--- config.mk ---
export PLATFORM = sky130hd
export DESIGN_NAME = dbus_wb_if
export DESIGN_NICKNAME = d
export VERILOG_FILES = /design/src/rtl/dbus_wb_if_pkg.sv /design/src/rtl/dbus_wb_if.sv
export SDC_FILE = /design/constraint.sdc
export NUM_CORES = 1
export LEC_CHECK = 0
export ABC_AREA = 1
export ABC_CLOCK_PERIOD_IN_PS = 4300
export BUFFER_PORTS_ARGS = -buffer_cell sky130_fd_sc_hd__buf_4
export CAP_MARGIN = 30
export CORE_ASPECT_RATIO = 2
export CORE_UTILIZATION = 33
export CTS_CLUSTER_DIAMETER = 120
export DETAILED_ROUTE_END_ITERATION = 10
export REMOVE_ABC_BUFFERS = 1
export SLEW_MARGIN = 20
export SYNTH_ARGS = -nofsm -noshare
export SYNTH_HDL_FRONTEND = slang
export SYNTH_SLANG_ARGS = --single-unit
--- constraint.sdc ---
create_clock -name clk -period 4.3 [get_ports clk]
set_input_delay 0.43 -clock clk [delete_from_list [all_inputs] [get_ports clk]]
set_output_delay 0.43 -clock clk [all_outputs]
set_load 0.1 [all_outputs]
--- src/rtl/dbus_wb_if_pkg.sv ---
// dbus_wb_if_pkg: shared state encodings and constants for the data-bus Wishbone bridge
package dbus_wb_if_pkg;
    typedef enum logic [1:0] {
        DBUS_IDLE       = 2'd0,
        DBUS_BUSY       = 2'd1,
        DBUS_WAIT_STALL = 2'd2
    } dbus_state_e;
    localparam int          DBUS_TIMEOUT = 255;
    localparam logic [31:0] ZERO_WORD    = 32'h0000_0000;
    function automatic logic [31:0] word_addr(input logic [31:0] a);
        return {a[31:2], 2'b00};
    endfunction
endpackage

--- src/rtl/dbus_wb_if.sv ---
// dbus_wb_if: turns the MEM stage's single-cycle RAM strobe into a Wishbone B4 classic cycle
module dbus_wb_if
    import dbus_wb_if_pkg::*;
#(
    parameter int TIMEOUT_CYC = DBUS_TIMEOUT,
    parameter int STALL_BIT   = 4
) (
    input  logic        clk,
    input  logic        rst_n,
    input  logic [5:0]  stall_i,
    input  logic        flush_i,
    input  logic        cpu_ce_i,
    input  logic        cpu_we_i,
    input  logic [31:0] cpu_addr_i,
    input  logic [3:0]  cpu_sel_i,
    input  logic [31:0] cpu_data_i,
    output logic [31:0] cpu_data_o,
    output logic        stallreq_o,
    output logic        bus_err_o,
    output logic [31:0] wb_adr_o,
    output logic [31:0] wb_dat_o,
    output logic [3:0]  wb_sel_o,
    output logic        wb_we_o,
    output logic        wb_cyc_o,
    output logic        wb_stb_o,
    input  logic [31:0] wb_dat_i,
    input  logic        wb_ack_i
);
    localparam logic [7:0] CNT_LAST = 8'(TIMEOUT_CYC - 1);
    dbus_state_e state, state_nx;
    logic [7:0]  cnt;
    logic [31:0] rd_buf;
    logic        busy, hold, tmo, issue, done, ack_ok, abort;
    assign busy     = state == DBUS_BUSY;
    assign hold     = |(stall_i & (6'd1 << STALL_BIT));
    assign tmo      = cnt == CNT_LAST;
    assign issue    = state == DBUS_IDLE && cpu_ce_i && !flush_i;
    assign ack_ok   = busy && wb_ack_i && !flush_i;
    assign abort    = busy && !flush_i && !wb_ack_i && tmo;
    assign done     = busy && (flush_i || wb_ack_i || tmo);
    // cyc/stb follow the state directly so an async reset drops them immediately
    assign wb_cyc_o = busy;
    assign wb_stb_o = busy;
    // next-state: flush beats ack, ack beats timeout; a frozen MEM stage parks the result
    always_comb begin
        state_nx = state;
        case (state)
            DBUS_IDLE:       if (issue) state_nx = DBUS_BUSY;
            DBUS_BUSY:       if (flush_i) state_nx = DBUS_IDLE;
                             else if (wb_ack_i || tmo) state_nx = hold ? DBUS_WAIT_STALL : DBUS_IDLE;
            DBUS_WAIT_STALL: if (!hold || flush_i) state_nx = DBUS_IDLE;
            default:         state_nx = DBUS_IDLE;
        endcase
    end
    // state, latched bus request, read buffer, timeout counter and error pulse
    always_ff @(posedge clk or negedge rst_n) begin
        if (!rst_n) begin
            state     <= DBUS_IDLE;
            wb_adr_o  <= ZERO_WORD;
            wb_dat_o  <= ZERO_WORD;
            wb_sel_o  <= 4'b0000;
            wb_we_o   <= 1'b0;
            rd_buf    <= ZERO_WORD;
            cnt       <= 8'd0;
            bus_err_o <= 1'b0;
        end else begin
            state     <= state_nx;
            bus_err_o <= abort;
            if (issue) begin
                wb_adr_o <= word_addr(cpu_addr_i);
                wb_dat_o <= cpu_data_i;
                wb_sel_o <= cpu_sel_i;
                wb_we_o  <= cpu_we_i;
                cnt      <= 8'd0;
            end else if (done) begin
                wb_we_o <= 1'b0;
                if (ack_ok && !wb_we_o) rd_buf <= wb_dat_i;
                if (abort) rd_buf <= ZERO_WORD;
            end else if (busy) begin
                cnt <= cnt + 8'd1;
            end
        end
    end
    // stall request and load data back to MEM, both forced low while in reset
    always_comb begin
        stallreq_o = 1'b0;
        cpu_data_o = ZERO_WORD;
        if (rst_n) begin
            stallreq_o = state == DBUS_IDLE ? cpu_ce_i && !flush_i : busy && !wb_ack_i && !tmo && !flush_i;
            cpu_data_o = ack_ok ? wb_dat_i : state == DBUS_WAIT_STALL ? rd_buf : ZERO_WORD;
        end
    end
endmodule

==> flow_summary.yaml <==
status:
  status: "complete, no violations"
detailed_routing:
  m1WireLength_um: 5381
  wl_per_cell_um: 13.54
  first_pass_iters: 4
  drt-total-wl_um: 13780
  postRouteAntennaNets: 0
  top_layer_used: "met4"
  viasPerCell: 4.517
  wl_met2_um: 7463
  drc_errors: 0
  via_count: 4598
  drtIter0Drc: 219
  wl_met3_um: 617
placement:
  place_area_um2: 6820
  gp_congestion: 0.7254
  port_buffers: 207
  post-place-ws_ps: 1910
  dp_cells: 1001
  dp_hpwl_um: 9747
synthesis:
  yosysSeqAreaShare: 0.5358
  synth.distinct_cells: 22
  yosys_most_used_dff: "dfrtp_1"
  ys_async_sr_fraction: 1.000
  syn_avg_cell_area_um2: 8.194
  synth_area_um2: 5137
  yosys_warnings: 0
  synth_seq_cells: 110
  synth_edf_count: 0
  synthCells: 627
pwr:
  vdd_drop_max_v: 0.0003491
  power_density_nw_per_um2: 544.7
  finalPower_mw: 3.896
  p_leak_nw: 3.818
layout:
  drive_gt1_frac: 0.3110
  stdcell_count: 1018
  areaGrowthSynthToFinish_pct: 39.24
  final_common_cell: "buf_4"
  fin_area_um2: 7153
  n_antenna_cell: 0
  utilization: 0.4701
  final_cell_mix: "212 x buf_4, 185 x nand2_1, 110 x dfrtp_1"
  nets: 929
  fillers: 1539
worst_setup_path:
  crit_type: "flip-flop to primary output"
  worstReg2RegStart: "state[1]"
  cp-start-kind: "flip-flop"
  setup.worst_path.end_class: "primary output"
  crit_required_ps: 3870
  crit_arrival_ps: 2250
  crit_fanout: 22
  r2r_cells: 6
  r2r_slack_ps: 2030
  r2r-end: "rd_buf[21]"
clocking:
  cts_tree: "built"
  hold_buffers: 0
  cts_buffer_depth: 2
  cts.htree.levels: 3
  cts_setup_buffers: 0
  numClockSinks: 110
  cts_root_buffer: "clkbuf_16"
  insertion_delay_ps: 340
  cts_buffers: 9
  clkTransAtPathRegs_ps: 80
  post_cts_resized: 0
sta:
  final-setup-viol-count: 0
  fmax_ghz: 0.3734
  period_needed_ps: 2678
  tns_ps: 0
  rsz0062_at_grt: "false"
  whs_ps: 170.2
  slew_viol_final: 0
  finalCritPeriodShare: 0.6228
  fin_ws_ps: 1622
  worst_slew_pin_slew_ps: 811.9
  fin_skew_ps: 7.300
  hold_viol: 0
  slew_headroom: 0.4575
floorplanning:
  die-area_um2: 16100
  io_pins: 217
  core_um2: 15210
  initial_core_util: 0.3377
  die_y_um: 178.5
  die_w_um: 90.23
  core.rowCount: 64
global_routing:
  grt_max_degree: 95
  grt_usage: 0.1755
  antenna_found_initial: 0
  grt_pass1_vias: 4361
  grt-ovfl-total: 0
  grt_pass1_wl_um: 22220
job:
  max-cap-violations: 0
worst_hold_path:
  hold_path.class: "input port to async pin"
[sequential cells by signal, summed over array words and instances (netlist names)]
name	count
wb_dat_o	32
wb_sel_o	4
wb_adr_o	30
rd_buf	32
bus_err_o	1
wb_we_o	1
state	2
cnt	8
[critical path: stages, from the launching register on]
cell	delay, ps
dfrtp_1	430
nor2_4	180
nand3_2	110
inv_1	340
buf_8	250
nand2_1	70
a21oi_1	170
buf_4	320
[kinds of logic (layout without fill, tap and decap cells)]
| group | Yosys count | in the layout | share of synthesized area |
|---|---|---|---|
| xor+xnor | 3 | 3 | 0.005115 |
| other cells | 1 | 2 | 0.0007299 |
| buf+inv | 122 | 314 | 0.1045 |
| fa+ha+maj | 2 | 2 | 0.004870 |
| compound gates | 106 | 106 | 0.1033 |
| flops | 110 | 110 | 0.5358 |
| simple gates | 283 | 283 | 0.2457 |
[how the worst max path moves through the flow]
stage / from / end / cells past startpoint
final: state[1] / cpu_data_o[23] / 7
after global routing: state[1] / cpu_data_o[17] / 7
after CTS: state[1] / cpu_data_o[23] / 7
after detailed placement: flush_i / rd_buf[21] / 7
after global placement: flush_i / cpu_data_o[23] / 7
after floorplan: flush_i / stallreq_o / 3
[layer usage]
layer,up-vias,global-route usage
li1,2342,-
met1,2095,0.2011
met2,149,0.3203
met3,12,0.03154
met4,0,0.06989
met5,-,0
[layout make-up]
cell class	instances	area, um^2	area share
Multi-Input combinational cell	396	1852	0.2589
Clock inverter	7	80.08	0.01119
Sequential cell	110	2753	0.3848
Tap cell	198	247.7	0.03463
Timing Repair Buffer	217	1692	0.2365
Inverter	81	304.0	0.04250
Clock buffer	9	225.2	0.03149
[where the power goes]
| group | internal, mW | leakage, nW | total, mW | switching (mW) |
|---|---|---|---|---|
| sequential | 1.27 | 1.39 | 1.40 | 0.131 |
| clock | 0.461 | 0.148 | 0.858 | 0.397 |
| combinational | 0.360 | 2.28 | 1.64 | 1.28 |
[cell usage after synthesis (3+ instances only)]
cell type | number | area (um^2)
dfrtp_1 | 110 | 2753
buf_6 | 6 | 67.56
nand3_1 | 70 | 350.3
nand4_1 | 3 | 18.77
inv_2 | 4 | 15.01
o21ai_0 | 71 | 355.3
buf_4 | 3 | 22.52
nor2_4 | 3 | 33.78
clkbuf_1 | 11 | 41.29
inv_1 | 77 | 289.0
nand2_1 | 185 | 694.4
buf_2 | 18 | 90.09
a21oi_1 | 35 | 175.2
buf_1 | 3 | 11.26
nor2_1 | 7 | 26.28
nand3_2 | 12 | 120.1
Note: power is estimated with default switching activity, not from simulation.
